**config.mk**
```make
export PLATFORM = sky130hd
export DESIGN_NAME = adder_pipe_n_bit
export DESIGN_NICKNAME = d
export VERILOG_FILES = /design/src/rtl/adder_pipe_n_bit.sv
export SDC_FILE = /design/constraint.sdc
export NUM_CORES = 1
export LEC_CHECK = 0
export BUFFER_PORTS_ARGS = -buffer_cell sky130_fd_sc_hd__buf_2
export CORE_MARGIN = 2
export CORE_UTILIZATION = 54
export CTS_BUF_LIST = sky130_fd_sc_hd__clkbuf_2 sky130_fd_sc_hd__clkbuf_4 sky130_fd_sc_hd__clkbuf_8
export CTS_CLUSTER_SIZE = 20
export DETAILED_ROUTE_END_ITERATION = 10
export GPL_ROUTABILITY_DRIVEN = 0
export GPL_TIMING_DRIVEN = 0
export PLACE_DENSITY = 0.81
export SKIP_LAST_GASP = 1
export SLEW_MARGIN = 40
export SYNTH_ARGS = -nofsm -noshare
export SYNTH_HDL_FRONTEND = slang
export SYNTH_SLANG_ARGS = --single-unit
export TNS_END_PERCENT = 100
```
**constraint.sdc**
```tcl
create_clock -name clk -period 1.73 [get_ports clk]
set_input_delay 0.173 -clock clk [delete_from_list [all_inputs] [get_ports clk]]
set_output_delay 0.173 -clock clk [all_outputs]
set_load 0.02 [all_outputs]
```
**src/rtl/adder_pipe_n_bit.sv**
```systemverilog
// adder_pipe_n_bit: STAGES-deep chunked ripple adder with valid/ready flow control.
// Define ADDER_SAT_EN to saturate the sum on signed overflow (default: wrapped sum).
module adder_pipe_n_bit #(
    parameter int unsigned WIDTH  = 8,
    parameter int unsigned STAGES = 2
) (
    input  logic             clk,
    input  logic             rst,
    input  logic [WIDTH-1:0] A,
    input  logic [WIDTH-1:0] B,
    input  logic             Cin,
    input  logic             in_valid,
    output logic             in_ready,
    output logic [WIDTH-1:0] sum,
    output logic             cy,
    output logic             ovf,
    output logic             out_valid,
    input  logic             out_ready
);
    localparam int unsigned CW   = WIDTH / STAGES;
    localparam int unsigned LAST = STAGES - 1;

    if (WIDTH % STAGES != 0) begin : g_bad_cfg
        $error("adder_pipe_n_bit: WIDTH must be a multiple of STAGES");
    end

    // Each stage carries the full operands (upper chunks still pending) and the
    // partial sum (lower chunks already resolved) plus the chunk carry-out.
    logic [WIDTH-1:0] a_q [STAGES];
    logic [WIDTH-1:0] b_q [STAGES];
    logic [WIDTH-1:0] s_q [STAGES];
    logic             c_q [STAGES];
    logic             v_q [STAGES];
    logic [WIDTH-1:0] a_d [STAGES];
    logic [WIDTH-1:0] b_d [STAGES];
    logic [WIDTH-1:0] s_d [STAGES];
    logic             c_d [STAGES];
    logic             v_d [STAGES];

    logic             stall;
    logic [WIDTH-1:0] src_a;
    logic [WIDTH-1:0] src_b;
    logic [WIDTH-1:0] src_s;
    logic             src_c;
    logic             src_v;
    logic [CW:0]      chunk;

    always_comb begin
        stall = v_q[LAST] && !out_ready;
        for (int unsigned k = 0; k < STAGES; k++) begin
            if (k == 0) begin
                src_a = A;
                src_b = B;
                src_s = '0;
                src_c = Cin;
                src_v = in_valid;
            end else begin
                src_a = a_q[k-1];
                src_b = b_q[k-1];
                src_s = s_q[k-1];
                src_c = c_q[k-1];
                src_v = v_q[k-1];
            end
            chunk = {1'b0, src_a[k*CW +: CW]} + {1'b0, src_b[k*CW +: CW]}
                  + {{CW{1'b0}}, src_c};
            a_d[k]              = src_a;
            b_d[k]              = src_b;
            s_d[k]              = src_s;
            s_d[k][k*CW +: CW]  = chunk[CW-1:0];
            c_d[k]              = chunk[CW];
            v_d[k]              = src_v;
            // A full output with no taker freezes every stage at once.
            if (stall) begin
                a_d[k] = a_q[k];
                b_d[k] = b_q[k];
                s_d[k] = s_q[k];
                c_d[k] = c_q[k];
                v_d[k] = v_q[k];
            end
        end
    end

    always_comb begin
        in_ready  = !stall;
        out_valid = v_q[LAST];
        cy        = c_q[LAST];
        ovf       = (a_q[LAST][WIDTH-1] == b_q[LAST][WIDTH-1])
                 && (s_q[LAST][WIDTH-1] != a_q[LAST][WIDTH-1]);
        sum       = s_q[LAST];
`ifdef ADDER_SAT_EN
        if (ovf) begin
            sum = {a_q[LAST][WIDTH-1], {(WIDTH-1){!a_q[LAST][WIDTH-1]}}};
        end
`endif
    end

    always_ff @(posedge clk) begin
        if (rst) begin
            for (int unsigned k = 0; k < STAGES; k++) begin
                a_q[k] <= '0;
                b_q[k] <= '0;
                s_q[k] <= '0;
                c_q[k] <= 1'b0;
                v_q[k] <= 1'b0;
            end
        end else begin
            for (int unsigned k = 0; k < STAGES; k++) begin
                a_q[k] <= a_d[k];
                b_q[k] <= b_d[k];
                s_q[k] <= s_d[k];
                c_q[k] <= c_d[k];
                v_q[k] <= v_d[k];
            end
        end
    end

endmodule

```
Word-level counts from Yosys, hierarchy flattened. Memories as Yosys holds them, arrays and structs flattened. Index checks and enable logic that the tools add are counted.

$add $sub $neg: 4. Bitwise gates (word level): 10. Reductions and logical operators: 4. Multiplexer cells: 23. Equality and inequality tests: 2.

Operator list (number): $mux 8 (12); $mux 1 (11); $add 4x4->5 (2); $add 5x1->5 (2); $or 1x1->1 (10); $logic_and 1x1->1 (2); $logic_not 1->1 (2); $eq 1x1->1 (1); $ne 1x1->1 (1).

Flip-flop bits (word level): 0. RAM bits: 52. Memories: 5. Bits of input ports: 21.

Memories: a_q (words 2, bits a word 8, read ports 2, clocked after memory_dff 0, wr ports 2, RTL line 29) `logic [WIDTH-1:0] a_q [STAGES];`; b_q (words 2, bits a word 8, read ports 2, clocked after memory_dff 0, wr ports 2, RTL line 30) `logic [WIDTH-1:0] b_q [STAGES];`; s_q (words 2, bits a word 8, read ports 2, clocked after memory_dff 0, wr ports 2, RTL line 31) `logic [WIDTH-1:0] s_q [STAGES];`; c_q (words 2, bits a word 1, read ports 2, clocked after memory_dff 0, wr ports 2, RTL line 32) `logic c_q [STAGES];`; v_q (words 2, bits a word 1, read ports 2, clocked after memory_dff 0, wr ports 2, RTL line 33) `logic v_q [STAGES];`.

Depth between registers and ports, before layout. Gate-level depths: netlist (run 1).

Depth after elaboration: 4. Mapped depth: 6. Depth with buffers taken out: 6.

Worst setup path before layout (run 1). No wires, ideal clock.

Path type: reg-to-reg. From: mem c_q[0][0]. To: mem s_q[1][7], in the netlist s_q[0][15]. Library setup time: 73 ps. Slack: 263 ps. Period minus slack after synthesis: 1467 ps. Data arrival time: 1393 ps. Cell stages (with the launch flop): 5. Data required time: 1657 ps. Cells stage by stage: dfxtp_1 > fa_1 > a21o_1 > a2111o_1 > o211ai_2.

RTL lines (RTL line): from (decl) (32); to (decl) (31).

==> results of run 1 <==
## layout make-up
| cell class | count | share of cell area |
|---|---|---|
| Buffer | 16 | 0.0810 |
| Clock inverter | 1 | 0.0192 |
| Multi-Input combinational cell | 104 | 0.408 |
| Clock buffer | 3 | 0.0144 |
| Tap cell | 28 | 0.0225 |
| Timing Repair Buffer | 32 | 0.103 |
| Sequential cell | 26 | 0.334 |
| Inverter | 7 | 0.0184 |
## cells in the final DEF (no fill, tap or decap)
cell type	synthesis	routed
a21o_1	1	1
nor2b_4	1	1
bufinv_16	0	1
nor2b_1	3	3
xnor2_1	2	2
nand2_1	40	40
a2111o_1	2	2
or3_1	1	1
dfxtp_1	26	26
a211oi_2	2	2
buf_12	1	1
clkbuf_4	0	3
nand3b_1	2	2
a211oi_1	2	2
fa_1	4	4
buf_2	4	36
or2b_1	1	1
nand3_1	2	2
inv_1	6	6
buf_6	2	2
nor2_1	9	9
o211ai_2	1	1
buf_4	8	8
nand4_1	1	1
a21oi_1	21	21
ha_1	6	6
buf_1	1	1
inv_4	1	1
o21ai_0	3	3
## stage by stage
stage | setup WS (ns) | area, um2
5_1_grt | 0.0210 | 1560
4_1_cts | 0.103 | 1560
6_report | 0.109 | 1560
3_5_place_dp | 0.116 | 1510
2_1_floorplan | 0.263 | 1310
3_3_place_gp | 0.222 | 1510
## state kept, by name, summed over array words and instances, names as in the netlist
name  cells
a_q       5
b_q       5
v_q       2
c_q       2
s_q      12
## worst max-delay path, stage by stage, from the launching register on
cell	delay [ns]
dfxtp_1	0.39
fa_1	0.23
inv_1	0.07
fa_1	0.41
nor2b_1	0.16
o21ai_0	0.12
a211oi_1	0.20
## metal layers
| metal | GRT usage | vias to the layer above |
|---|---|---|
| met5 | 0 | - |
| met4 | 0.0940 | 0 |
| met3 | 0.0339 | 8 |
| met2 | 0.387 | 28 |
| met1 | 0.253 | 524 |
| li1 | - | 563 |
## power by group through the flow
stage	Clock, mW	Combinational, mW	Sequential [mW]
after global routing	0.440	0.320	0.687
after global placement	0	0.270	0.690
after detailed placement	0	0.282	0.693
after CTS	0.418	0.284	0.680
final	0.417	0.282	0.679
after floorplan	0	0.199	0.689
## path summary, 6_finish.rpt
kind / startpoint / end / slack, ns
min: A[6] / a_q[0][6]$_SDFFE_PP0N_ / 0.07
min reg2reg: s_q[0][2]$_SDFFE_PP0N_ / s_q[0][2]$_SDFFE_PP0N_ / 0.46
max reg2reg: c_q[0][0]$_SDFFE_PP0N_ / c_q[0][1]$_SDFFE_PP0N_ / 0.11
max: c_q[0][0]$_SDFFE_PP0N_ / c_q[0][1]$_SDFFE_PP0N_ / 0.11
## logic make-up (layout without fill, tap and decap cells)
| group | count (synthesis) | after routing | synth area share |
|---|---|---|---|
| flip-flops | 26 | 26 | 0.397 |
| buffers and inverters | 23 | 59 | 0.118 |
| adder cells (fa/ha/maj) | 10 | 10 | 0.118 |
| AND/OR/NAND/NOR | 60 | 60 | 0.199 |
| AO/OA/AOI/OAI | 32 | 32 | 0.154 |
| XOR/XNOR | 2 | 2 | 0.0133 |
==> flow_summary.ini, run 1 <==
[logic_synthesis]
mappedNetlistArea_mm2 = 0.00131
synth-main-ff-cell = dfxtp_1
yosysTopAreaCellShare = 0.397
synth-seq-area-share = 0.397
synth-edff-count = 0
netlist_instances = 153
yosysTopAreaCell = dfxtp_1
synth.area.top_cells = dfxtp_1, nand2_1, a21oi_1
synth_fp_nets = 184
synth_warnings = 0
synthTopCellsByCount = nand2_1, dfxtp_1, a21oi_1
synth_seq_cells = 26
postSynthAreaPerCell_um2 = 8.58
ys_types = 27
async_reset_ff_frac = 0
yosysMostFrequentCell = nand2_1

[power_and_ir_drop]
ir_drop_mv = 0.477
p_int_mw = 1.02
seq_power_share = 0.493
power.total_mw = 1.38
p_comb_frac = 0.204
clkPwrFrac = 0.303
switching_power_mw = 0.359
powerDensity_mw_per_mm2 = 883
netSwitchingFraction = 0.260
p_leak_nw = 0.746

[layout]
fill_cells = 202
multi_input_area_um2 = 637
syn2layout_area_growth_pct = 18.9
register_area_um2 = 520
fin_util = 0.692
final_cells = 217
layout.nets = 221
n_antenna_cell = 0
drive_above_1_share = 0.296

[route]
first_pass_iters = 6
routed-wl-met3_um = 103
ant_nets = 0
via_count = 1123
wl_met1_um = 1130
top_layer = met4
drtIter0Drc = 15
viasPerCell = 5.18
drc = 0
routed_wl_um = 2590
wl_met2_um = 1310
routedWlPerCell_um = 11.9

[place]
dp.cells = 213
hpwl_um = 2040
portBuffers = 32

[timing]
fin_tns_setup_ns = 0
fin_hold_ws_ns = 0.0726
finalHoldViolations = 0
max_freq_mhz = 617
setup_viol = 0
clock_skew_ns = 0.0121
rsz0062_at_grt = false
finalCritPeriodShare = 0.937
drv_slew = 0
relSlewSlack = 0.734
min_period_ns = 1.62
tightest_slew_ns = 0.399

[floorplan]
start_util = 0.582
fp.dieH_um = 53.3
die_x_um = 53.3
die_area_mm2 = 0.00284
io_pins = 33
core_mm2 = 0.00225
row_count = 17

[clock_tree]
clkLatencyLatePin_ns = 0.32
clock_tree.htree_level_count = 1
cts_buffers = 3
postCtsSetupBuffers = 0
cts_root_buf = clkbuf_4
cts_tree = yes
clk_pin_slew_ns = 0.15
cts.path.max_buffers = 2
cts_sinks = 26
cts_resized = 0
cts_hold_buf = 0

[critical_path]
startpoint_type = flop
r2r_cells = 6
required_ns = 1.98
critPathArrivalTime_ns = 1.87
crit_type = reg -> reg
cp_max_fo = 2
endpoint_kind = flop

[grt]
grt_pass1_vias = 1083
gr-total-overflow = 0
grt_first_pass_wirelength_um = 4520
grt_usage = 0.217
grt_max_degree = 16
antenna_found_initial = 0

[worst_hold_path]
hold_class = in -> reg
whs_path_depth = 3

[run_status]
status = complete, no violations

[run]
drv_cap = 0
Note: power is estimated with default switching activity, not from simulation.
==> inputs of run 2 (changes only) <==
MAX_ROUTING_LAYER = met4   (was not set)
==> flow_summary.ini, run 2 (synthesized netlist as in run 1, its figures left out) <==
[clock_tree]
postCtsSetupBuffers = 0
cts_sinks = 26
cts_tree = yes
clock_tree.htree_level_count = 1
cts.path.max_buffers = 2
cts_resized = 0
clk_pin_slew_ns = 0.16
cts_hold_buf = 0
clkLatencyLatePin_ns = 0.32
cts_buffers = 3
cts_root_buf = clkbuf_4

[grt]
grt_usage = 0.223
gr-total-overflow = 0
grt_max_degree = 16
grt_first_pass_wirelength_um = 4520
antenna_found_initial = 0
grt_pass1_vias = 1081

[timing]
max_freq_mhz = 620
finalCritPeriodShare = 0.932
drv_slew = 0
clock_skew_ns = 0.0164
fin_hold_ws_ns = 0.0707
fin_tns_setup_ns = 0
setup_viol = 0
finalHoldViolations = 0
relSlewSlack = 0.733
tightest_slew_ns = 0.401
rsz0062_at_grt = false
min_period_ns = 1.61

[place]
hpwl_um = 2040
portBuffers = 32

[critical_path]
critPathArrivalTime_ns = 1.87
crit_path_max_incr_delay_ns = 0.41
startpoint_type = flop
crit_type = reg -> reg
required_ns = 1.98
reg2reg_slack_ns = 0.12
crit_top_cell = fa_1
cp_max_fo = 2
slowest_stage = fa_1
crit_path_cell_trace = fa_1 > inv_1 > fa_1 > nor2b_1 > o21ai_0 > a211oi_1
endpoint_kind = flop

[route]
drtIter0Drc = 15
first_pass_iters = 6
drc = 0
routed_wl_um = 2590
via_count = 1116
ant_nets = 0
viasPerCell = 5.14
routedWlPerCell_um = 11.9

[layout]
top_register = s_q
n_antenna_cell = 0
drive_above_1_share = 0.296
final_common_cell = nand2_1
reg_top3 = s_q x12, a_q x5, b_q x5
fill_cells = 202
final_cell_mix = nand2_1, buf_2, dfxtp_1, a21oi_1, nor2_1
syn2layout_area_growth_pct = 18.9
layout.nets = 221
largest_register_ffs = 12

[run_status]
status = complete, no violations

[power_and_ir_drop]
p_leak_nw = 0.746
ir_drop_mv = 0.477
powerDensity_mw_per_mm2 = 884

[worst_hold_path]
hold_class = in -> reg

[floorplan]
core_mm2 = 0.00225
die_area_mm2 = 0.00284
row_count = 17
io_pins = 33
start_util = 0.582
die_x_um = 53.3
fp.dieH_um = 53.3

[run]
drv_cap = 0
run 2: stage by stage:
| stage | instance area (um2) | std cells | util | power (mW) | setup slack (ns) |
|---|---|---|---|---|---|
| 2_1_floorplan | 1310 | 153 | - | 0.888 | 0.263 |
| 3_3_place_gp | 1510 | 213 | 0.669 | 0.960 | 0.222 |
| 3_5_place_dp | 1510 | 213 | 0.669 | 0.975 | 0.116 |
| 4_1_cts | 1560 | 217 | 0.692 | 1.38 | 0.103 |
| 5_1_grt | 1560 | 217 | 0.692 | 1.45 | 0.0206 |
| 6_report | 1560 | 217 | 0.692 | 1.38 | 0.118 |
run 2: final timing paths:
path                                from                     end  depth (start not counted)
setup / recovery  c_q[0][0]$_SDFFE_PP0N_  c_q[0][1]$_SDFFE_PP0N_                          6
hold / removal                      A[6]  a_q[0][6]$_SDFFE_PP0N_                          3
setup reg to reg  c_q[0][0]$_SDFFE_PP0N_  c_q[0][1]$_SDFFE_PP0N_                          6
hold reg to reg   s_q[0][2]$_SDFFE_PP0N_  s_q[0][2]$_SDFFE_PP0N_                          2
run 2: worst max-delay path, delay by kind of cell, from the launching register on:
kind | cells | cell delay [ns]
flip-flops | 1 | 0.39
AO/OA/AOI/OAI | 2 | 0.32
buffers and inverters | 1 | 0.07
AND/OR/NAND/NOR | 1 | 0.16
adder cells (fa/ha/maj) | 2 | 0.64
run 2: power breakdown:
group,internal (mW),switching (mW)
clock network,0.234,0.186
logic,0.135,0.146
registers,0.649,0.0293
total,1.02,0.361
run 2: final cells by class:
class | count | area, um2 | area share
clock inverters | 1 | 30.0 | 0.0192
well taps | 28 | 35.0 | 0.0225
repair buffers | 32 | 160 | 0.103
multi-input cells | 104 | 637 | 0.408
plain buffers | 16 | 126 | 0.0810
clock buffers | 3 | 22.5 | 0.0144
flip-flops and latches | 26 | 520 | 0.334
inverters | 7 | 28.8 | 0.0184
run 2: routing by layer:
metal  routed length (um)  vias up  global-route usage
met3                   83        4              0.0282
met4                   33        0              0.0940
li1                     -      565                   -
met1                 1130      525               0.257
met5                    0        -                   -
met2                 1340       22               0.387
==> inputs of run 3 (changes only) <==
ABC_AREA = 1   (was not set)
ABC_CLOCK_PERIOD_IN_PS = 1730   (was not set)
REMOVE_ABC_BUFFERS = 1   (was not set)
==> flow_summary.ini, run 3 <==
[grt]
grt_usage = 0.214
grt_first_pass_wirelength_um = 4260
antenna_found_initial = 0
grt_max_degree = 31
grt_pass1_vias = 1116
gr-total-overflow = 0

[clock_tree]
cts_tree = yes
cts_root_buf = clkbuf_4
cts_sinks = 26
postCtsSetupBuffers = 0
cts_hold_buf = 0
clkLatencyLatePin_ns = 0.32
cts_buffers = 3
clk_pin_slew_ns = 0.14
cts.path.max_buffers = 2
clock_tree.htree_level_count = 1

[logic_synthesis]
postSynthAreaPerCell_um2 = 7.70
synth-main-ff-cell = dfxtp_1
synth_seq_cells = 26
synth-edff-count = 0
yosysTopAreaCell = dfxtp_1
mappedNetlistArea_mm2 = 0.00129
synthTopCellsByCount = nor2_1, dfxtp_1, o21ai_0
async_reset_ff_frac = 0
yosysTopAreaCellShare = 0.402
synth_warnings = 0
ys_types = 17
netlist_instances = 168
synth-seq-area-share = 0.402
synth.area.top_cells = dfxtp_1, nor2_1, o21ai_0
yosysMostFrequentCell = nor2_1

[place]
hpwl_um = 1790
portBuffers = 32
pre_cts_ws_ns = 0.201
place_area_mm2 = 0.00139

[floorplan]
io_pins = 33
start_util = 0.579
die_x_um = 52.9
fp.dieH_um = 52.9
core_mm2 = 0.00223
die_area_mm2 = 0.00280
row_count = 17

[route]
routed-wl-met3_um = 99
drtIter0Drc = 8
drc = 0
routed_wl_um = 2500
wl_met1_um = 1020
top_layer = met4
ant_nets = 0
first_pass_iters = 4
viasPerCell = 5.04
via_count = 1099
routedWlPerCell_um = 11.5
wl_met2_um = 1340

[power_and_ir_drop]
powerDensity_mw_per_mm2 = 940
p_leak_nw = 0.753
ir_drop_mv = 0.470

[run_status]
status = complete, no violations

[layout]
largest_register_ffs = 12
reg_top3 = s_q x12, a_q x5, b_q x5
final_cell_mix = nor2_1, buf_2, dfxtp_1, o21ai_0, inv_1
design_area_mm2 = 0.00145
syn2layout_area_growth_pct = 12.0
final_common_cell = nor2_1
top_register = s_q
layout.nets = 222
n_antenna_cell = 0
drive_above_1_share = 0.205

[run]
drv_cap = 0

[timing]
rsz0062_at_grt = false
relSlewSlack = 0.612
setup_viol = 0
setup_ws_ns = 0.120
clock_skew_ns = 0.00792
finalCritPeriodShare = 0.931
tightest_slew_ns = 0.581
fin_tns_setup_ns = 0
fin_hold_ws_ns = 0.0113
drv_slew = 0
finalHoldViolations = 0
max_freq_mhz = 621
min_period_ns = 1.61

[critical_path]
r2r_cells = 6
r2r_start = a_q[0][4]$_SDFFE_PP0N_
crit_path_max_incr_delay_ns = 0.35
critPathArrivalTime_ns = 1.44
startpoint_type = flop
endpoint_kind = output pin
crit_type = reg -> out
cp_max_fo = 30
required_ns = 1.56
crit_path_cell_trace = inv_1 > nor2_4 > inv_4 > buf_2
rr_endpoint = c_q[0][1]$_SDFFE_PP0N_
slowest_stage = dfxtp_1
reg2reg_slack_ns = 0.20

[worst_hold_path]
whs_path_depth = 2
min_to = v_q[0][1]$_SDFFE_PP0N_
hold_class = in -> reg
min_from = rst
[run 3: worst max path at each step]
stage / from / endpoint / slack, ns / cells past startpoint
3_5_place_dp: v_q[0][1]$_SDFFE_PP0N_ / s_q[0][15]$_SDFFE_PP0N_ / 0.20 / 7
6_report: v_q[0][1]$_SDFFE_PP0N_ / in_ready / 0.12 / 4
3_3_place_gp: v_q[0][1]$_SDFFE_PP0N_ / s_q[0][15]$_SDFFE_PP0N_ / 0.25 / 7
2_1_floorplan: v_q[0][1]$_SDFFE_PP0N_ / s_q[0][15]$_SDFFE_PP0N_ / 0.30 / 7
4_1_cts: v_q[0][1]$_SDFFE_PP0N_ / in_ready / 0.01 / 4
5_1_grt: v_q[0][1]$_SDFFE_PP0N_ / in_ready / 0.02 / 4
[run 3: timing repair]
action,in CTS,in global routing
gates cloned,1,0
resized for setup,0,2
endpoints found under the setup margin,1,1
pin swaps,1,0
[run 3: kinds of logic after synthesis]
| logic type | share of synthesized area |
|---|---|
| AO/OA/AOI/OAI | 0.155 |
| XOR/XNOR | 0.0135 |
| adder cells (fa/ha/maj) | 0.120 |
| buffers and inverters | 0.139 |
| flip-flops | 0.402 |
| AND/OR/NAND/NOR | 0.170 |
[run 3: final cells by class]
class	count	area, um2
flip-flops and latches	26	520
fillers	218	785
well taps	28	35.0
repair buffers	32	160
clock inverters	1	30.0
clock buffers	3	22.5
multi-input cells	107	599
inverters	21	81.3
[run 3: report_power, final]
| group | internal (mW) | switching, mW | total [mW] |
|---|---|---|---|
| clock | 0.234 | 0.175 | 0.409 |
| sequential | 0.655 | 0.0291 | 0.684 |
| combinational | 0.105 | 0.163 | 0.268 |
[run 3: routing by layer]
metal / global-route usage / vias to the layer above
met5: - / -
li1: - / 571
met4: 0.107 / 0
met1: 0.209 / 501
met3: 0.0198 / 4
met2: 0.415 / 23
[run 3: critical path, delay by kind of cell, from the launching register on]
family	cells	cell delay, ns
buffers and inverters	3	0.47
AND/OR/NAND/NOR	1	0.29
flip-flops	1	0.35
[run 3: metrics by stage]
| stage | utilization | power (mW) | std cells |
|---|---|---|---|
| 3_5_place_dp | 0.621 | 0.964 | 213 |
| 2_1_floorplan | - | 0.872 | 153 |
| 4_1_cts | 0.648 | 1.38 | 218 |
| 3_3_place_gp | 0.621 | 0.946 | 213 |
| 6_report | 0.649 | 1.36 | 218 |
| 5_1_grt | 0.649 | 1.44 | 218 |
